File: config.mk
export PLATFORM = sky130hd
export DESIGN_NAME = mem_port_arbiter
export DESIGN_NICKNAME = d
export VERILOG_FILES = /design/src/rtl/mem_port_arbiter_pkg.sv /design/src/rtl/arb_grant_fsm.sv /design/src/rtl/mem_port_arbiter.sv
export SDC_FILE = /design/constraint.sdc
export NUM_CORES = 1
export LEC_CHECK = 0
export ABC_AREA = 1
export ABC_CLOCK_PERIOD_IN_PS = 2650
export CAP_MARGIN = 20
export CELL_PAD_IN_SITES_DETAIL_PLACEMENT = 0
export CELL_PAD_IN_SITES_GLOBAL_PLACEMENT = 1
export CORE_UTILIZATION = 25
export CTS_CLUSTER_DIAMETER = 40
export CTS_CLUSTER_SIZE = 14
export DETAILED_ROUTE_END_ITERATION = 10
export GPL_ROUTABILITY_DRIVEN = 0
export GPL_TIMING_DRIVEN = 0
export PLACE_DENSITY = 0.95
export SYNTH_ARGS = -nofsm -noshare
export SYNTH_HDL_FRONTEND = slang
export SYNTH_SLANG_ARGS = --single-unit
File: constraint.sdc
create_clock -name clk -period 2.65 [get_ports clk]
set_clock_uncertainty 0.2 [all_clocks]
set_input_delay 0.6625 -clock clk [delete_from_list [all_inputs] [get_ports clk]]
set_output_delay 0.6625 -clock clk [all_outputs]
set_load 0.02 [all_outputs]
File: src/rtl/mem_port_arbiter_pkg.sv
// Shared types for the memory port arbiter: cpu word, access size,
// arbitration owner and arbiter state encodings.
package mem_port_arbiter_pkg;

  typedef logic [31:0] cpu_word;

  typedef enum logic [1:0] {
    MODE_BYTE = 2'd0,
    MODE_HALF = 2'd1,
    MODE_WORD = 2'd2
  } mem_mode_t;

  typedef enum logic [1:0] {
    ARB_NONE = 2'd0,
    ARB_IF   = 2'd1,
    ARB_LS   = 2'd2
  } arb_owner;

  typedef enum logic {
    ARB_IDLE = 1'b0,
    ARB_WAIT = 1'b1
  } arb_state;

endpackage

File: src/rtl/arb_grant_fsm.sv
// Grant FSM: holds state, owner and LS streak; decides IF/LS grants.
// Ports: clk, reset (async low), ifReq, lsReq, memValid -> ifGnt, lsGnt, busy, owner.
module arb_grant_fsm
  import mem_port_arbiter_pkg::*;
#(
  parameter int STARVE_LIMIT = 4
) (
  input  logic     clk,
  input  logic     reset,
  input  logic     ifReq,
  input  logic     lsReq,
  input  logic     memValid,
  output logic     ifGnt,
  output logic     lsGnt,
  output logic     busy,
  output arb_owner owner
);

  localparam int SW = $clog2(STARVE_LIMIT + 1);
  localparam logic [SW-1:0] LIM = SW'(STARVE_LIMIT);

  arb_state      state;
  logic [SW-1:0] streak;
  logic          canGrant;
  logic          forceIf;

  // A new grant may issue when idle, or in the cycle the
  // outstanding access completes (zero-bubble handoff).
  always_comb begin
    canGrant = reset && ((state == ARB_IDLE) || memValid);
    forceIf  = ifReq && (streak == LIM);
    lsGnt    = canGrant && lsReq && !forceIf;
    ifGnt    = canGrant && ifReq && !lsGnt;
  end

  assign busy = (state == ARB_WAIT);

  always_ff @(posedge clk or negedge reset) begin
    if (!reset) begin
      state  <= ARB_IDLE;
      owner  <= ARB_NONE;
      streak <= '0;
    end else if (lsGnt) begin
      state <= ARB_WAIT;
      owner <= ARB_LS;
      if (!ifReq)
        streak <= '0;
      else if (streak != LIM)
        streak <= streak + 1'b1;
    end else if (ifGnt) begin
      state  <= ARB_WAIT;
      owner  <= ARB_IF;
      streak <= '0;
    end else if ((state == ARB_WAIT) && memValid) begin
      state <= ARB_IDLE;
      owner <= ARB_NONE;
    end
  end

endmodule

File: src/rtl/mem_port_arbiter.sv
// Shares one ram port between fetch (IF) and load/store (LS); LS priority
// with fetch anti-starvation. Optional stall counters under MEM_ARB_PERF_EN.
module mem_port_arbiter
  import mem_port_arbiter_pkg::*;
#(
  parameter int STARVE_LIMIT = 4,
  parameter int ADDR_W       = 32
) (
  input  logic              clk,
  input  logic              reset,
  input  logic              if_req,
  input  logic [ADDR_W-1:0] if_adr,
  output logic              if_gnt,
  output logic              if_valid,
  output cpu_word           if_rdata,
  input  logic              ls_req,
  input  logic              ls_we,
  input  mem_mode_t         ls_mode,
  input  logic [ADDR_W-1:0] ls_adr,
  input  cpu_word           ls_wdata,
  output logic              ls_gnt,
  output logic              ls_valid,
  output cpu_word           ls_rdata,
  output logic              mem_en,
  output logic              mem_we,
  output mem_mode_t         mem_mode,
  output logic [ADDR_W-1:0] mem_adr,
  output cpu_word           mem_wdata,
  input  cpu_word           mem_rdata,
  input  logic              mem_valid,
`ifdef MEM_ARB_PERF_EN
  output logic [31:0]       if_stall_cnt,
  output logic [31:0]       ls_stall_cnt,
`endif
  output logic              busy
);

  arb_owner owner;
  cpu_word  ifRdataQ;
  cpu_word  lsRdataQ;

  arb_grant_fsm #(
    .STARVE_LIMIT(STARVE_LIMIT)
  ) u_fsm (
    .clk     (clk),
    .reset   (reset),
    .ifReq   (if_req),
    .lsReq   (ls_req),
    .memValid(mem_valid),
    .ifGnt   (if_gnt),
    .lsGnt   (ls_gnt),
    .busy    (busy),
    .owner   (owner)
  );

  always_comb begin
    mem_en    = 1'b0;
    mem_we    = 1'b0;
    mem_mode  = MODE_WORD;
    mem_adr   = '0;
    mem_wdata = '0;
    unique case (1'b1)
      ls_gnt: begin
        mem_en    = 1'b1;
        mem_we    = ls_we;
        mem_mode  = ls_mode;
        mem_adr   = ls_adr;
        mem_wdata = ls_wdata;
      end
      if_gnt: begin
        mem_en  = 1'b1;
        mem_adr = if_adr;
      end
      default: ;
    endcase
  end

  // busy gates out stray completions seen while idle.
  assign if_valid = busy && mem_valid && (owner == ARB_IF);
  assign ls_valid = busy && mem_valid && (owner == ARB_LS);

  assign if_rdata = if_valid ? mem_rdata : ifRdataQ;
  assign ls_rdata = ls_valid ? mem_rdata : lsRdataQ;

  always_ff @(posedge clk or negedge reset) begin
    if (!reset) begin
      ifRdataQ <= '0;
      lsRdataQ <= '0;
    end else begin
      if (if_valid) ifRdataQ <= mem_rdata;
      if (ls_valid) lsRdataQ <= mem_rdata;
    end
  end

`ifdef MEM_ARB_PERF_EN
  always_ff @(posedge clk or negedge reset) begin
    if (!reset) begin
      if_stall_cnt <= '0;
      ls_stall_cnt <= '0;
    end else begin
      if (if_req && !if_gnt)
        if_stall_cnt <= if_stall_cnt + 32'd1;
      if (ls_req && !ls_gnt)
        ls_stall_cnt <= ls_stall_cnt + 32'd1;
    end
  end
`endif

endmodule

# [Yosys cells after proc, flatten, opt, wreduce, memory -nomap -nowiden]
# Cells that the tools add are included.
[op_classes] addsub=1 n_eq_ne=5 mux=17 bitwise_logic=1 reduce_logical=16
[op_table] operator="2-to-1 mux 32 bit" n=3
[op_table] operator="one-hot mux 32 bit (2 select lines)" n=1
[op_table] operator="2-to-1 mux 3 bit" n=4
[op_table] operator="logical AND 1 bit" n=9
[op_table] operator="2-to-1 mux 2 bit" n=4
[op_table] operator="2-to-1 mux 1 bit" n=5
[op_table] operator="adder 3 x 1 -> 3 bit (second input constant)" n=1
[op_table] operator="equality test 3 bit (second input constant)" n=1
[op_table] operator="inequality test 3 x 2 -> 1 bit (second input constant)" n=1
[op_table] operator="inequality test 3 bit (second input constant)" n=1
[op_table] operator="nonzero test 3 bit" n=1
[op_table] operator="equality test 2 x 1 -> 1 bit (second input constant)" n=1
[op_table] operator="equality test 2 bit (second input constant)" n=1
[op_table] operator="logical NOT 1 bit" n=2
[op_table] operator="AND reduction 2 bit" n=1
[op_table] operator="nonzero test 2 bit" n=1
[op_table] operator="OR reduction 2 bit" n=1
[op_table] operator="logical OR 1 bit" n=1
[op_table] operator="inverter 1 bit" n=1
[word_totals] register_bits=70 in_bits=136 word_cells=45

# [Longest topological paths before layout]
# Gate-level depths: netlist of the first run.
[depth] ltp_word=9 ltp_mapped=8 depth_no_buf=7

# [By module]
# From an unflattened synthesis of the first run, not the netlist that was laid out.
[hier_totals] hier_cells=500 hier_area_um2=3612.2
[modules_own_cells] module="mem_port_arbiter" instances=1 cells_per_inst=464 area_each_um2=3276.9 seq_area_each_um2=1601.5
[modules_own_cells] module="arb_grant_fsm" instances=1 cells_per_inst=36 area_each_um2=335.3 seq_area_each_um2=150.1

# [Least setup slack after synthesis of the first run]
# Ideal clock, no wire load.
[synth_path] path_type="in2out" from="input port mem_valid" to="output port mem_wdata[0]" arrival_ps=1425 required_ps=1788 setup_slack_ps=362 stages=5 path_buffers=1 path_cell_list="inv_1 -> nand2_4 -> nand4_2 -> buf_2 -> nor2_1"
[synth_between] elab_chain_len=5
[synth_lines] item="start: declaration" line_no="mem_port_arbiter.sv:30" text="input logic mem_valid,"
[synth_lines] item="logical OR 1 bit" line_no="arb_grant_fsm.sv:30" text="canGrant = reset && ((state == ARB_IDLE) || memValid);"
[synth_lines] item="logical AND 1 bit" line_no="arb_grant_fsm.sv:30"
[synth_lines] item="logical AND 1 bit (2 in a row)" line_no="arb_grant_fsm.sv:32" text="lsGnt = canGrant && lsReq && !forceIf;"
[synth_lines] item="2-to-1 mux 32 bit" line_no="mem_port_arbiter.sv:62" text="unique case (1'b1)"
[synth_lines] item="end: declaration" line_no="mem_port_arbiter.sv:28" text="output cpu_word mem_wdata,"
# No other way between the ends.

# [Final worst setup path of the first run]
[layout_path] from="register u_fsm.streak[0]" to="output port mem_adr[26]"
[layout_between] elab_chain_len=7
[layout_lines] item="start: declaration" line_no="arb_grant_fsm.sv:23" text="logic [SW-1:0] streak;"
[layout_lines] item="start signal: assignment" line_no="arb_grant_fsm.sv:49" text="streak <= streak + 1'b1;"
[layout_lines] item="equality test 3 bit *" line_no="arb_grant_fsm.sv:31" text="forceIf = ifReq && (streak == LIM);"
[layout_lines] item="logical AND 1 bit *" line_no="arb_grant_fsm.sv:31"
[layout_lines] item="logical NOT 1 bit *" line_no="arb_grant_fsm.sv:32"
[layout_lines] item="logical AND 1 bit *" line_no="arb_grant_fsm.sv:32"
[layout_lines] item="logical NOT 1 bit" line_no="arb_grant_fsm.sv:33" text="ifGnt = canGrant && ifReq && !lsGnt;"
[layout_lines] item="logical AND 1 bit" line_no="arb_grant_fsm.sv:33"
[layout_lines] item="one-hot mux 32 bit (2 select lines) *" line_no="mem_port_arbiter.sv:62"
[layout_lines] item="end: declaration" line_no="mem_port_arbiter.sv:27" text="output logic [ADDR_W-1:0] mem_adr,"
# Mark *: on every way between the ends. The rest lies on a longest branch, timed or not.

==> flow_metrics.env, run 1 <==
export IMPL_outcome="finished with violations"
export IMPL_failed_checks="DRC"
export IMPL_syn_avg_cell_area_um2=8.16
export IMPL_ioPinCount=273
export IMPL_drt_first_pass_iters=7
export IMPL_cts_max_path_buffers=2
export IMPL_remaining_drc_errors=17
export IMPL_first_global_vias=4068
export IMPL_detail_route_antenna_nets=0
export IMPL_place_worst_setup_slack_ns=-0.893
export IMPL_setup_worst_path_start_class="flop"
export IMPL_synth_common_cells="sky130_fd_sc_hd__nand2_1, sky130_fd_sc_hd__inv_1, sky130_fd_sc_hd__dfrtp_1"
export IMPL_die_height_um=125
export IMPL_drtIter0Drc=225
export IMPL_critical_path_slowest_cell="sky130_fd_sc_hd__dfrtp_1"
export IMPL_synth_distinct_cells=24
export IMPL_totalWireLength_um=13900
export IMPL_cts_inserted_buffers=9
export IMPL_detailedPlacementHpwl_um=9790
export IMPL_cts_tree="yes"
export IMPL_rsz_0062_raised_after_global_routing="yes"
export IMPL_worst_setup_path_class="reg -> out"
export IMPL_layout_drive_gt1_share_pct=39.6
export IMPL_clkSinkCount=70
export IMPL_ctsHtreeMaxLevel=3
export IMPL_floorplan_die_area_um2=15600
export IMPL_synth_ff_latch_count=70
export IMPL_number_of_antenna_violations_at_the_first_check_in_global_routing=0
export IMPL_ys_dominant_reg_cell="sky130_fd_sc_hd__dfrtp_1"
export IMPL_cts_root_buf="sky130_fd_sc_hd__clkbuf_16"
export IMPL_yosysMostFrequentCell="sky130_fd_sc_hd__nand2_1"
export IMPL_peak_freq_mhz=379
export IMPL_cts_hold_buffers=0
export IMPL_slowest_delay_ns=0.37
export IMPL_syn_to_final_growth_pct=88.6
export IMPL_power_static_leakage_uw=0.00383
export IMPL_hold_viol_final=0
export IMPL_hp_class="in -> async"
export IMPL_antenna_diode_count=0
export IMPL_fillCellCount=1438
export IMPL_slew_headroom_pct=81.3
export IMPL_portion_of_the_clock_cycle_consumed_by_the_worst_path_in_the_final_layout_pct=99.6
export IMPL_overall_via_count_from_detail_route=4033
export IMPL_timing_hold_ws_ns=0.0837
export IMPL_global_route_usage_total_pct=17.0
export IMPL_grt_max_degree=32
export IMPL_data_required_critical_path_ns=1.79
export IMPL_report_final_setup_viol=0
export IMPL_final_nets=909
export IMPL_syn_num_nets=602
export IMPL_period_needed_ns=2.64
export IMPL_global_route_overflow_total=0
export IMPL_post_synth_main_area_contributors="sky130_fd_sc_hd__dfrtp_1, sky130_fd_sc_hd__nand2_1, sky130_fd_sc_hd__o21ai_2, sky130_fd_sc_hd__inv_1, sky130_fd_sc_hd__nand3_1"
export IMPL_yosysTopAreaCellShare_pct=46.3
export IMPL_clk_insertion_delay_late_ns=0.32
export IMPL_horizontal_die_dimension_um=125
export IMPL_worst_path_max_fanout=7
export IMPL_power_per_cell_area_nw_per_um2=742
export IMPL_synth_warning_count=0
export IMPL_finalMaxSlewViolations=0
export IMPL_synth_largest_area_cell="sky130_fd_sc_hd__dfrtp_1"
export IMPL_maxCapViolCount=0
export IMPL_wire_per_inst_um=14.4
export IMPL_seq_area_frac_synth_pct=46.3
export IMPL_coreArea_um2=14600
export IMPL_netlist_area_um2=3790
export IMPL_cp_num_buf_inv=4
export IMPL_cp_num_cells=9
export IMPL_timing_critical_path_cells="inv_2 -> ha_4 -> nand3_4 -> inv_4 -> nor2_8 -> bufbuf_16 -> nand2_2 -> nand2_1 -> buf_4"
export IMPL_cpLargestDelayFamily="buffers and inverters"
export IMPL_worst_setup_hold_path_clk_slew_ns=0.06
export IMPL_vdd_ir_drop_worst_v=0.000319
export IMPL_worst_slack_ns=0.0104
export IMPL_synthArstFlopShare_pct=100
export IMPL_tightest_slew_ns=0.280
export IMPL_placementRows=44
export IMPL_rr_worst_depth=7
export IMPL_count_of_flip_flops_with_a_built_in_enable_after_synthesis=0
export IMPL_floorplan_initialDensity_pct=25.9
export IMPL_critical_path_arrival_ns=1.78
export IMPL_worstSetupEndpointType="primary output"
export IMPL_io_buffers=272
export IMPL_routed_via_density=4.20
export IMPL_grt_pass1_wl_um=21200
export IMPL_synthesis_instances=464
## power breakdown
group	internal (uW)	total, uW	switching [uW]
Clock	730	1190	462
Combinational	995	2490	1500
Sequential	1500	1620	118
Total	3220	5300	2070
## per-layer routing
| layer | track usage (%) | vias to the layer above | share of wire [%] | routed length, um |
|---|---|---|---|---|
| met4 | 5.02 | 0 | 1.5 | 201 |
| met3 | 2.35 | 11 | 4.0 | 559 |
| met2 | 30.8 | 133 | 52 | 7170 |
| met1 | 21.0 | 1846 | 43 | 5920 |
| li1 | - | 2043 | - | - |
| met5 | 0 | - | 0 | 0 |
## path summary, 6_finish.rpt
| path | from | end | slack [ns] |
|---|---|---|---|
| setup reg to reg | u_fsm.streak[0] | u_fsm.streak[0] | 1.10 |
| min in group clk | ifRdataQ[15] | ifRdataQ[15] | 0.26 |
| hold / removal | reset | ifRdataQ[26] | 0.08 |
| hold reg to reg | ifRdataQ[15] | ifRdataQ[15] | 0.26 |
| max in group asynchronous | reset | ifRdataQ[1] | 1.60 |
| setup / recovery | u_fsm.streak[0] | mem_adr[26] | 0.01 |
## registers in the layout, summed over array words and instances (netlist names)
register / cells
ifRdataQ: 32
u_fsm.owner: 2
u_fsm.busy: 1
lsRdataQ: 32
u_fsm.streak: 3
## cell families after synthesis
| group | count (synthesis) | synth area share, % |
|---|---|---|
| compound gates | 67 | 13.5 |
| xor+xnor | 1 | 0.231 |
| fa+ha+maj | 2 | 0.661 |
| buf+inv | 105 | 14.2 |
| flops | 70 | 46.3 |
| simple gates | 219 | 25.2 |
## placed cells by master (no fill, tap or decap), types with 4 or more instances in the layout
cell                              count
sky130_fd_sc_hd__clkbuf_16           10
sky130_fd_sc_hd__nor2_1              35
sky130_fd_sc_hd__clkdlybuf4s15_2      6
sky130_fd_sc_hd__o21ai_1             16
sky130_fd_sc_hd__buf_2               86
sky130_fd_sc_hd__o21ai_2             50
sky130_fd_sc_hd__nand2_2             27
sky130_fd_sc_hd__buf_8                6
sky130_fd_sc_hd__clkbuf_2            10
sky130_fd_sc_hd__nand3_1             31
sky130_fd_sc_hd__buf_4               29
sky130_fd_sc_hd__nand2_4              8
sky130_fd_sc_hd__inv_1               72
sky130_fd_sc_hd__dfrtp_1             70
sky130_fd_sc_hd__buf_6               41
sky130_fd_sc_hd__inv_2                5
sky130_fd_sc_hd__nand3_2              5
sky130_fd_sc_hd__clkdlybuf4s50_1    132
sky130_fd_sc_hd__nand2_1            107
sky130_fd_sc_hd__bufbuf_16            4
## area by class of cell
cell class,count,area [um2],area share [%]
repair buffers,296,2590,36.3
flip-flops and latches,70,1750,24.5
multi-input cells,290,1680,23.5
plain buffers,26,300,4.20
inverters,78,295,4.13
well taps,184,230,3.22
clock buffers,9,225,3.15
clock inverters,7,72.6,1.02
## worst reg2reg max path, stage by stage, from the launching register on
cell and delay (ns):
sky130_fd_sc_hd__dfrtp_1 0.37, sky130_fd_sc_hd__inv_2 0.06, sky130_fd_sc_hd__ha_4 0.16, sky130_fd_sc_hd__nand3_4 0.10, sky130_fd_sc_hd__nand4_4 0.16, sky130_fd_sc_hd__buf_6 0.18
sky130_fd_sc_hd__buf_4 0.13, sky130_fd_sc_hd__o21ai_1 0.11
## per-stage QoR
stage	utilization, %	instance area (um2)	total power [uW]	std cells	setup TNS (ns)
after floorplan	-	3790	3040	464	0
after global placement	46.0	6740	4390	920	-439.58
after detailed placement	46.2	6770	4430	921	-101.31
after CTS	48.4	7090	5360	956	0
after global routing	48.8	7140	5610	960	-1.61
final	48.8	7140	5300	960	0
## repair_timing
item	4_1_cts	5_1_grt
pin swaps	7	17
buffers inserted	14	3
gates cloned	6	2
resized for setup	519	150
endpoints found under the setup margin	136	98
No activity file was read; power rests on OpenSTA's default activity.
==> inputs of run 2 (changes only) <==
--- a/config.mk
+++ b/config.mk
@@ -10,6 +10,7 @@
 export CAP_MARGIN = 20
 export CELL_PAD_IN_SITES_DETAIL_PLACEMENT = 0
 export CELL_PAD_IN_SITES_GLOBAL_PLACEMENT = 1
+export CORE_MARGIN = 1.5
 export CORE_UTILIZATION = 25
 export CTS_CLUSTER_DIAMETER = 40
 export CTS_CLUSTER_SIZE = 14
==> run 2 against run 1 <==
Effect of this change: the run still ends with DRC left; first-iteration DRC count down 40%; clock power down 7%; hold slack better by 0.11 ns; sequential power barely moved; non-clock buffer count grew 4; sequential cell count unchanged; power shrank 1.4%; critical path depth increased by 1; combinational power is essentially flat; critical path type unchanged.
==> flow_metrics.env, run 2 (synthesis results as in run 1) <==
export IMPL_outcome="finished with violations"
export IMPL_failed_checks="DRC"
export IMPL_maxCapViolCount=0
export IMPL_power_clock_fraction_pct=21.2
export IMPL_data_required_critical_path_ns=1.79
export IMPL_timing_hold_ws_ns=0.196
export IMPL_layout_top_registers="ifRdataQ: 32 flops, lsRdataQ: 32 flops, u_fsm.streak: 3 flops"
export IMPL_overall_via_count_from_detail_route=4094
export IMPL_horizontal_die_dimension_um=126
export IMPL_tightest_slew_ns=0.526
export IMPL_worstSetupEndpointType="primary output"
export IMPL_detailedPlacementHpwl_um=10400
export IMPL_mostFrequentLayoutCells="sky130_fd_sc_hd__clkdlybuf4s50_1, sky130_fd_sc_hd__nand2_1, sky130_fd_sc_hd__buf_2"
export IMPL_drt_first_pass_iters=8
export IMPL_rsz_0062_raised_after_global_routing="yes"
export IMPL_swShare_pct=39.7
export IMPL_totalWireLength_um=14700
export IMPL_rr_worst_depth=7
export IMPL_layout_drive_gt1_share_pct=38.7
export IMPL_ioPinCount=273
export IMPL_r2r_start="u_fsm.streak[1]"
export IMPL_remaining_drc_errors=9
export IMPL_report_final_setup_viol=0
export IMPL_cp_num_buf_inv=5
export IMPL_io_buffers=272
export IMPL_portion_of_the_clock_cycle_consumed_by_the_worst_path_in_the_final_layout_pct=97.9
export IMPL_syn_to_final_growth_pct=86.1
export IMPL_power_per_cell_area_nw_per_um2=741
export IMPL_global_route_usage_total_pct=17.6
export IMPL_cts_inserted_buffers=9
export IMPL_cpLargestDelayFamily="buffers and inverters"
export IMPL_routed_via_density=4.24
export IMPL_seqPwrFrac_pct=31.0
export IMPL_comb_power_share_pct=47.8
export IMPL_slew_headroom_pct=64.8
export IMPL_number_of_antenna_violations_at_the_first_check_in_global_routing=0
export IMPL_cts_root_buf="sky130_fd_sc_hd__clkbuf_16"
export IMPL_global_route_overflow_total=0
export IMPL_die_height_um=126
export IMPL_worst_path_max_fanout=7
export IMPL_critPathMostFrequentCell="sky130_fd_sc_hd__buf_6"
export IMPL_timing_critical_path_cells="inv_2 -> ha_4 -> nand3_4 -> inv_4 -> nor2_8 -> buf_6 -> buf_12 -> nand2_2 -> nand2_1 -> buf_6"
export IMPL_wire_per_inst_um=15.3
export IMPL_power_internal_uw=3150
export IMPL_critical_path_slowest_cell="sky130_fd_sc_hd__dfrtp_1"
export IMPL_hp_class="in -> async"
export IMPL_grt_busiest_layer="met2"
export IMPL_ctsHtreeMaxLevel=3
export IMPL_worst_setup_path_class="reg -> out"
export IMPL_cts_tree="yes"
export IMPL_rrSetupSlack_ns=1.05
export IMPL_drtIter0Drc=134
export IMPL_final_nets=914
export IMPL_peak_freq_mhz=385
export IMPL_coreArea_um2=14600
export IMPL_floorplan_initialDensity_pct=25.9
export IMPL_cp_num_cells=10
export IMPL_timing_setup_tns_ns=0
export IMPL_r2r_end="u_fsm.streak[1]"
export IMPL_floorplan_die_area_um2=15900
export IMPL_cts_max_path_buffers=2
export IMPL_setup_worst_path_start_class="flop"
export IMPL_antenna_diode_count=0
export IMPL_power_static_leakage_uw=0.00378
export IMPL_grtUsageMet2_pct=31.1
export IMPL_grtUsageMet3_pct=3.82
export IMPL_first_global_vias=4173
export IMPL_vdd_ir_drop_worst_v=0.000292
export IMPL_clkSinkCount=70
export IMPL_grt_use_met1_pct=21.3
export IMPL_grt_max_degree=32
export IMPL_finalMaxSlewViolations=0
export IMPL_switching_pwr_uw=2070
export IMPL_detail_route_antenna_nets=0
export IMPL_layout_cells_most_common="sky130_fd_sc_hd__clkdlybuf4s50_1"
export IMPL_critical_path_arrival_ns=1.73
export IMPL_period_needed_ns=2.60
export IMPL_slowest_delay_ns=0.36
export IMPL_hold_viol_final=0
export IMPL_worst_setup_hold_path_clk_slew_ns=0.06
export IMPL_clk_insertion_delay_late_ns=0.32
export IMPL_grt_pass1_wl_um=22100
export IMPL_placementRows=44
-- run 2: cell count changes in the layout (fill, tap and decap cells not counted), moves of 2 or more --
| cell | delta |
|---|---|
| sky130_fd_sc_hd__clkbuf_2 | -9 |
| sky130_fd_sc_hd__nand2_4 | -7 |
| sky130_fd_sc_hd__bufbuf_16 | -2 |
| sky130_fd_sc_hd__nand2_2 | -9 |
| sky130_fd_sc_hd__buf_12 | +2 |
| sky130_fd_sc_hd__buf_4 | +7 |
| sky130_fd_sc_hd__nand2_1 | +16 |
| sky130_fd_sc_hd__nor2_1 | -9 |
| sky130_fd_sc_hd__nor2_4 | +2 |
| sky130_fd_sc_hd__nor2_2 | +7 |
| sky130_fd_sc_hd__clkdlybuf4s15_2 | -6 |
| sky130_fd_sc_hd__buf_2 | +14 |
-- run 2: area by class of cell --
type / count / area, um2
inverters: 78 / 295
multi-input cells: 291 / 1660
clock buffers: 11 / 243
clock inverters: 5 / 33.8
plain buffers: 27 / 322
flip-flops and latches: 70 / 1750
well taps: 184 / 230
repair buffers: 299 / 2510
fillers: 1478 / 7590
-- run 2: metrics by stage --
step	setup slack [ns]	total power, uW	area (um2)	instances	utilization (%)
2_1_floorplan	0.362	3040	3790	464	-
3_3_place_gp	-3.70	4400	6740	920	46.0
3_5_place_dp	-0.909	4460	6770	921	46.2
4_1_cts	-0.0230	5330	7080	954	48.3
5_1_grt	-0.0201	5550	7050	965	48.1
6_report	0.0549	5220	7050	965	48.1
-- run 2: worst max-delay path by stage --
| stage | startpoint | endpoint | slack (ns) |
|---|---|---|---|
| floorplan | mem_valid | mem_wdata[0] | 0.36 |
| global placement | reset | mem_wdata[2] | -3.70 |
| detailed placement | if_req | mem_adr[21] | -0.91 |
| CTS | u_fsm.streak[0] | mem_wdata[27] | -0.02 |
| global route | u_fsm.streak[0] | mem_adr[4] | -0.02 |
| finish | u_fsm.streak[1] | mem_adr[4] | 0.05 |
-- run 2: power groups by stage --
stage	sequential (uW)	combinational, uW	clock (uW)
after floorplan	1610	1430	0
after global placement	1620	2780	0
after detailed placement	1640	2820	0
after CTS	1620	2560	1140
after global routing	1660	2700	1190
final	1620	2500	1110
-- run 2: repair_timing --
item	4_1_cts	5_1_grt
setup buffers	9	7
pin swaps	5	13
endpoints found under the setup margin	136	102
gates cloned	7	5
endpoints found under the hold margin	12	0
hold buffers	1	0
gates resized for setup	541	140
-- run 2: layer usage --
| layer | part of all wire, % | vias to the layer above |
|---|---|---|
| met4 | 1.9 | 0 |
| li1 | - | 2058 |
| met2 | 52 | 134 |
| met3 | 5.0 | 20 |
| met1 | 41 | 1882 |
| met5 | 0 | - |
